<file path="src/rtl/pdh_pkg.sv">
// Shared types, widths and the saturation helper for the PDH error-signal path.
// Used by the decimator front end and reusable on the pid_core output path.
package pdh_pkg;

  localparam int DAT_W = 16;
  localparam int DEC_W = 14;
  localparam int ACC_W = DAT_W + DEC_W + 1;

  typedef enum logic {
    IDLE,
    ACCUM
  } dec_state_t;

  typedef struct packed {
    logic signed [DAT_W-1:0] dat;
    logic                    ovf;
  } sat_res_t;

  // Clamp a full-width value into the DAT_W signed range.
  // The value fits only when all bits above the output sign bit equal that sign bit.
  function automatic sat_res_t sat_to_dat(input logic signed [ACC_W-1:0] v);
    sat_res_t             r;
    logic [ACC_W-DAT_W:0] top;
    top = v[ACC_W-1:DAT_W-1];
    if ((&top) || !(|top)) begin
      r.dat = v[DAT_W-1:0];
      r.ovf = 1'b0;
    end else begin
      r.dat = v[ACC_W-1] ? {1'b1, {(DAT_W-1){1'b0}}} : {1'b0, {(DAT_W-1){1'b1}}};
      r.ovf = 1'b1;
    end
    return r;
  endfunction

endpackage

</file>
<file path="src/rtl/pdh_sat_shift.sv">
// Combinational arithmetic right shift followed by a clamp to DAT_W signed.
// Shared between the decimator output and the pid_core output path.
module pdh_sat_shift #(
  parameter int DAT_W = pdh_pkg::DAT_W,
  parameter int ACC_W = pdh_pkg::ACC_W
) (
  input  logic signed [ACC_W-1:0] sum_i,
  input  logic        [3:0]       shift_i,
  output logic signed [DAT_W-1:0] dat_o,
  output logic                    sat_o
);

  import pdh_pkg::sat_res_t;
  import pdh_pkg::sat_to_dat;

  logic signed [ACC_W-1:0] shifted;

  always_comb begin
    shifted = sum_i >>> shift_i;
  end

  // Package widths use the shared helper; other widths get an equivalent local clamp.
  if (DAT_W == pdh_pkg::DAT_W && ACC_W == pdh_pkg::ACC_W) begin : g_pkg
    sat_res_t res;
    always_comb begin
      res   = sat_to_dat(shifted);
      dat_o = res.dat;
      sat_o = res.ovf;
    end
  end else begin : g_gen
    logic [ACC_W-DAT_W:0] top;
    always_comb begin
      top   = shifted[ACC_W-1:DAT_W-1];
      dat_o = shifted[DAT_W-1:0];
      sat_o = 1'b0;
      if (!((&top) || !(|top))) begin
        sat_o = 1'b1;
        dat_o = shifted[ACC_W-1] ? {1'b1, {(DAT_W-1){1'b0}}} : {1'b0, {(DAT_W-1){1'b1}}};
      end
    end
  end

endmodule

</file>
<file path="src/rtl/pdh_sample_decimator.sv">
// Boxcar decimator: averages N valid error samples, shifts, clamps and strobes
// one result per window into pid_core's dat_i/strobe_i.
module pdh_sample_decimator #(
  parameter int DAT_W = 16,
  parameter int DEC_W = 14,
  parameter int ACC_W = DAT_W + DEC_W + 1
) (
  input  logic                    clk,
  input  logic                    rst,
  input  logic                    enable_i,
  input  logic signed [DAT_W-1:0] sample_i,
  input  logic                    valid_i,
  input  logic        [DEC_W-1:0] decimate_i,
  input  logic        [3:0]       shift_i,
  output logic signed [DAT_W-1:0] dat_o,
  output logic                    strobe_o,
  output logic                    sat_o
);

  import pdh_pkg::dec_state_t;
  import pdh_pkg::IDLE;
  import pdh_pkg::ACCUM;

  dec_state_t state, state_nxt;

  logic        [DEC_W-1:0] cnt;
  logic        [DEC_W-1:0] n_lat;
  logic        [DEC_W-1:0] n_cur;
  logic                    take;
  logic                    clr;
  logic                    last;
  logic signed [ACC_W-1:0] acc;
  logic signed [ACC_W-1:0] sample_ext;
  logic signed [ACC_W-1:0] sum;
  logic signed [DAT_W-1:0] res_dat;
  logic                    res_sat;

  always_ff @(posedge clk or negedge rst) begin
    if (!rst) begin
      state <= IDLE;
    end else begin
      state <= state_nxt;
    end
  end

  // Enable is acted on in the same cycle it changes, so a rising enable
  // already accepts that cycle's sample and a falling one discards it.
  always_comb begin
    state_nxt = state;
    take      = 1'b0;
    clr       = 1'b0;
    case (state)
      IDLE: begin
        if (enable_i) begin
          state_nxt = ACCUM;
          take      = valid_i;
        end else begin
          clr = 1'b1;
        end
      end
      ACCUM: begin
        if (!enable_i) begin
          state_nxt = IDLE;
          clr       = 1'b1;
        end else begin
          take = valid_i;
        end
      end
      default: begin
        state_nxt = IDLE;
        clr       = 1'b1;
      end
    endcase
  end

  // Window length is live from decimate_i only on the first sample of a window.
  always_comb begin
    if (cnt == '0) begin
      n_cur = (decimate_i == '0) ? DEC_W'(1) : decimate_i;
    end else begin
      n_cur = n_lat;
    end
    last       = (cnt == n_cur - DEC_W'(1));
    sample_ext = {{(ACC_W-DAT_W){sample_i[DAT_W-1]}}, sample_i};
    sum        = acc + sample_ext;
  end

  pdh_sat_shift #(
    .DAT_W(DAT_W),
    .ACC_W(ACC_W)
  ) u_sat_shift (
    .sum_i  (sum),
    .shift_i(shift_i),
    .dat_o  (res_dat),
    .sat_o  (res_sat)
  );

  always_ff @(posedge clk or negedge rst) begin
    if (!rst) begin
      acc      <= '0;
      cnt      <= '0;
      n_lat    <= '0;
      dat_o    <= '0;
      strobe_o <= 1'b0;
      sat_o    <= 1'b0;
    end else begin
      strobe_o <= 1'b0;
      sat_o    <= 1'b0;
      if (clr) begin
        acc <= '0;
        cnt <= '0;
      end else if (take) begin
        if (cnt == '0) begin
          n_lat <= n_cur;
        end
        if (last) begin
          dat_o    <= res_dat;
          strobe_o <= 1'b1;
          sat_o    <= res_sat;
          acc      <= '0;
          cnt      <= '0;
        end else begin
          acc <= sum;
          cnt <= cnt + DEC_W'(1);
        end
      end
    end
  end

endmodule
</file>
<file path="config.mk">
export PLATFORM = sky130hd
export DESIGN_NAME = pdh_sample_decimator
export DESIGN_NICKNAME = d
export VERILOG_FILES = /design/src/rtl/pdh_pkg.sv /design/src/rtl/pdh_sat_shift.sv /design/src/rtl/pdh_sample_decimator.sv
export SDC_FILE = /design/constraint.sdc
export NUM_CORES = 1
export LEC_CHECK = 0
export BUFFER_PORTS_ARGS = -buffer_cell sky130_fd_sc_hd__buf_2
export CAP_MARGIN = 30
export CORE_MARGIN = 1.5
export CORE_UTILIZATION = 55
export CTS_CLUSTER_SIZE = 10
export DETAILED_ROUTE_END_ITERATION = 16
export PLACE_DENSITY = 0.74
export SYNTH_ARGS = -nofsm -noshare
export SYNTH_HDL_FRONTEND = slang
export SYNTH_SLANG_ARGS = --single-unit
</file>
<file path="constraint.sdc">
create_clock -name clk -period 4.4 [get_ports clk]
set_input_delay 0.66 -clock clk [delete_from_list [all_inputs] [get_ports clk]]
set_output_delay 0.66 -clock clk [all_outputs]
set_load 0.02 [all_outputs]
</file>
* Yosys cells after proc, flatten, opt, wreduce, memory -nomap -nowiden
Cells that the tools add are included.
** Operators by class
- Reductions and logical operators :: 9
- Equal/unequal tests :: 1
- Muxes and demuxes :: 18
- Shift-type cells :: 1
- Add/sub/neg operators :: 3
** Operator list (number)
- 2-to-1 mux 31 bit :: 3
- 2-to-1 mux 14 bit :: 5
- adder 31 x 16 -> 31 bit :: 1
- >>> shifter 31 x 4 -> 31 bit :: 1
- logical NOT 14 bit :: 2
- 2-to-1 mux 17 bit :: 1
- 2-to-1 mux 16 bit :: 1
- AND reduction 16 bit :: 1
- OR reduction 16 bit :: 1
- adder 14 x 1 -> 14 bit, second input constant :: 1
- == test 14 bit :: 1
- subtractor 14 x 1 -> 14 bit, second input constant :: 1
- 2-to-1 mux 1 bit :: 8
- AND reduction 3 bit :: 2
- nonzero test 2 bit :: 1
- logical NOT 1 bit :: 1
- logical OR 1 bit :: 1
** Word-level totals
- Bits in registers :: 77

* Longest topological paths before layout
- Depth after elaboration :: 9
- Gate-level depth with buffers :: 18
- Gate-level depth less buffers :: 15

* By module
A second synthesis with hierarchy kept.
** Unflattened totals
- Cells, all modules :: 826
- Area total of the unflattened synthesis :: 7472.2 µm²
** Modules (own cells, without submodules)
- pdh_sample_decimator :: sequential area each 1926.8 µm², cells each 590, instances 1, area each 5669.2 µm²
- pdh_sat_shift :: sequential area each 0.0 µm², cells each 236, instances 1, area each 1803.0 µm²

* Worst setup path after synthesis
No wires, ideal clock.
- Path type :: input port to flip-flop
- From :: in sample_i[0]
- To :: reg dat_o[1]
- Setup time :: 0.125 ns
- Path slack :: 0.058 ns
- Cell stages on the path :: 16
- Data required time :: 4.275 ns
- Arrival time :: 4.216 ns
- Path through :: ha_1 > inv_1 > fa_1 > nand2b_1 > a21oi_2 > o2111a_1 > o211ai_1 > o2111a_1 > or4_4 > a221oi_2 > o2111ai_1 > or4b_4 > a22oi_4 > o31a_4 > buf_6 > a21oi_1
** On the way
- Longest elaborated chain between the ends :: 6
** Ends and longest elaborated chain
- start: declaration :: RTL line pdh_sample_decimator.sv:11 : input logic signed [DAT_W-1:0] sample_i,
- adder 31 x 16 -> 31 bit (*) :: RTL line pdh_sample_decimator.sv:85 : sum = acc + sample_ext;
- >>> shifter 31 x 4 -> 31 bit (*) :: RTL line pdh_sat_shift.sv:19 : shifted = sum_i >>> shift_i;
- OR reduction 16 bit :: RTL line pdh_pkg.sv:25 : if ((&top) || !(|top)) begin
- logical NOT 1 bit :: RTL line pdh_pkg.sv:25
- logical OR 1 bit :: RTL line pdh_pkg.sv:25
- 2-to-1 mux 17 bit (*) :: RTL line pdh_pkg.sv:25
- end signal: assignment :: RTL line pdh_sample_decimator.sv:117 : dat_o <= res_dat;
- end: declaration :: RTL line pdh_sample_decimator.sv:15 : output logic signed [DAT_W-1:0] dat_o,
Every way passes the cells marked *; elsewhere a longest branch is shown, timed or not.
A chain may end at the register's enable or synchronous reset.

* Final worst setup path
- From :: reg acc[0]
- To :: reg dat_o[10]
** On the way
- Longest elaborated chain between the ends :: 6
** Ends and longest elaborated chain
- start: declaration :: RTL line pdh_sample_decimator.sv:32 : logic signed [ACC_W-1:0] acc;
- start signal: assignment :: RTL line pdh_sample_decimator.sv:123 : acc <= sum;
- adder 31 x 16 -> 31 bit (*) :: RTL line pdh_sample_decimator.sv:85
- >>> shifter 31 x 4 -> 31 bit (*) :: RTL line pdh_sat_shift.sv:19
- OR reduction 16 bit :: RTL line pdh_pkg.sv:25
- logical NOT 1 bit :: RTL line pdh_pkg.sv:25
- logical OR 1 bit :: RTL line pdh_pkg.sv:25
- 2-to-1 mux 17 bit (*) :: RTL line pdh_pkg.sv:25
Marks and branches as above.

==> flow_summary.toml <==
[cells_and_area]
final_cell_mix = "225 x buf_4, 104 x nand2_1, 84 x nor2_1"
layout.cells.non_filler = 1420
layout.cells.most_common = "buf_4"
fill_cells = 1048
area_growth_pct = 33.41
seq_area_sq_um = 1927
multiInputGateArea_sq_um = 6097
fin_nets = 1307
drive_above_1_share = 0.3387
diodes = 0

[timing]
worst_pin_slew_ps = 757.4
period_needed_ps = 4394
setup_slack_ps = 6.348
finalSetupTns_ps = 0
finalClockSkew_ps = 9.660
finalCritPeriodShare = 0.9986
timing.hold.ws_ps = 291.8
hold_violations = 0
fmax_ghz = 0.2276
setup_viol_count_final = 0
timing.slew.headroom = 0.4912
drv_slew = 0

[power_and_ir_drop]
power_frac_comb = 0.582
p_int_mw = 2.288
clock_power_share = 0.200
p_leak_nw = 4.734
swShare = 0.4249
power_frac_seq = 0.219
irDropWorstVdd_mv = 0.1898
pwr_density_cell_nw_per_um2 = 372.1
p_sw_mw = 1.690

[cts]
ctsHtreeMaxLevel = 3
cts_tree = "done"
cts_buffers = 9
cts_sinks = 77
clock_latency_ps = 360
clk_path_buf_depth = 2
ctsHoldBuffers = 0
clockRootBuffer = "clkbuf_16"
clk_pin_slew_ps = 70

[critical_path]
path_buf_inv = 4
end_kind = "flop"
crit_fanout = 7
slowest_delay_ps = 520
slowest_stage = "or4_1"
crit_start = "acc[0]"
crit_chain = "ha_4 > inv_2 > fa_2 > nand2b_4 > a21oi_4 > o211ai_1 > a211oi_4 > buf_4 > or3_4 > a31oi_4 > a221oi_2 > or4_1 > or4b_4 > a22oi_4 > buf_12 > clkbuf_16 > o21ai_1 > a21oi_1"
cp.arrival_ps = 4670
startpoint_type = "flop"
cp_top_family = "simple AND/OR/NAND/NOR gates"
reg2reg_from = "acc[0]"
cp.required_ps = 4670
critPathKind = "flop to flop"

[yosys]
ys_ff_latch = 77
syn_area_sq_um = 8014
synth_fp_nets = 1066
synth_cells = 994
ys.flop_type = "dfrtp_1"
ys_seq_area_frac = 0.2404
async_flop_share = 1.000
synth_edf_count = 0
synth_cell_type_count = 97
syn_area_per_cell_sq_um = 8.062
ys_warn_count = 0

[floorplanning]
initial_core_util = 0.5707
fp-row-count = 43
die_w_um = 123.7
dieArea_sq_um = 15300
ios = 56
core_area_sq_um = 14040
die_h_um = 123.7

[hold_path]
hold_class = "input port to async pin"

[place]
io_buffers = 55
dp.cells = 1396
post-dp-hpwl_um = 22320
place_congestion = 1.020
pre_cts_ws_ps = -416.0

[detailed_routing]
antenna_left = 0
detail_route.wl_per_cell_um = 21.08
drtIter0Drc = 1065
via_per_inst = 6.654
vias = 9449
drtPass1Iterations = 5
wl_um = 29940
drc = 0

[grt]
grt_pass1_wl_um = 45040
grt_pass1_vias = 8767
track_usage = 0.3818
overflow = 0
grt_max_degree = 41
grt_antenna_before_repair = 0

[outcome]
status = "completed"

[job]
drv_cap = 0
==> path summary, 6_finish.rpt <==
kind | to | slack (ps) | depth (start not counted)
min reg2reg | acc[24] | 490 | 2
min in group clk | acc[24] | 490 | 2
max | dat_o[10] | 6 | 18
min | acc[10] | 290 | 1
max in group asynchronous | dat_o[6] | 3200 | 2
max reg2reg | dat_o[10] | 6 | 18
==> routing by layer <==
| layer | up-vias | part of all wire | GRT usage |
|---|---|---|---|
| li1 | 4330 | - | - |
| met4 | 0 | 0.047 | 0.1789 |
| met3 | 103 | 0.084 | 0.07875 |
| met5 | - | 0 | 0 |
| met1 | 4522 | 0.41 | 0.4928 |
| met2 | 494 | 0.46 | 0.6119 |
==> worst reg2reg max path, cell delays in order (launching register included) <==
cell       delay (ps)
dfrtp_1           410
ha_4              180
inv_2              60
fa_2              200
nand2b_4          140
a21oi_4            80
o211ai_1          450
a211oi_4          140
buf_4             170
or3_4             410
a31oi_4           170
a221oi_2           80
or4_1             520
or4b_4            510
a22oi_4           230
buf_12            160
clkbuf_16         140
o21ai_1            70
a21oi_1           180
==> registers in the layout, summed over array words and instances (netlist names) <==
register	cells
acc	31
sat_o	1
dat_o	16
cnt	14
strobe_o	1
n_lat	14
==> final cells by class <==
class | instances | area share
Clock buffer | 9 | 0.02106
Timing Repair Buffer | 284 | 0.1929
Sequential cell | 77 | 0.1802
Clock inverter | 7 | 0.007490
Tap cell | 180 | 0.02106
Multi-Input combinational cell | 843 | 0.5703
Inverter | 20 | 0.007022
==> power by group through the flow <==
stage | registers [mW] | logic, mW | clock network (mW)
2_1_floorplan | 0.856 | 1.22 | 0
3_3_place_gp | 0.873 | 2.10 | 0
3_5_place_dp | 0.877 | 2.13 | 0
4_1_cts | 0.865 | 2.15 | 0.797
5_1_grt | 0.883 | 2.45 | 0.823
6_report | 0.870 | 2.31 | 0.794
==> logic make-up after synthesis <==
family | synth area share
compound gates | 0.3227
mux | 0.08837
simple gates | 0.2211
buf+inv | 0.04059
fa+ha+maj | 0.05402
xor+xnor | 0.03279
flops | 0.2404
==> metrics by stage <==
step | util | power (mW) | instance area [sq um]
floorplan | - | 2.076 | 8014
global placement | 0.7090 | 2.972 | 9956
detailed placement | 0.7095 | 3.002 | 9963
CTS | 0.7318 | 3.816 | 10280
global route | 0.7614 | 4.159 | 10690
finish | 0.7614 | 3.978 | 10690
==> cells in the mapped netlist, types with 20 or more instances <==
cell,n,area (sq um)
nand2_1,104,390.4
ha_1,33,412.9
o21ai_0,59,295.3
nor3_1,29,145.1
mux2_2,20,225.2
clkbuf_1,38,142.6
nor2_1,88,330.3
mux2i_1,28,280.3
nand3_1,30,150.1
a22o_1,21,183.9
dfrtp_1,77,1927
nand4_1,20,125.1
xnor2_1,22,192.7
a21oi_1,77,385.4
==> what timing repair did <==
item | CTS | global route
gates cloned | 0 | 2
gates resized for setup | 1 | 72
setup endpoints to repair | 14 | 16
setup buffers | 0 | 6
pin swaps | 0 | 30
No activity file was read; power rests on OpenSTA's default activity.
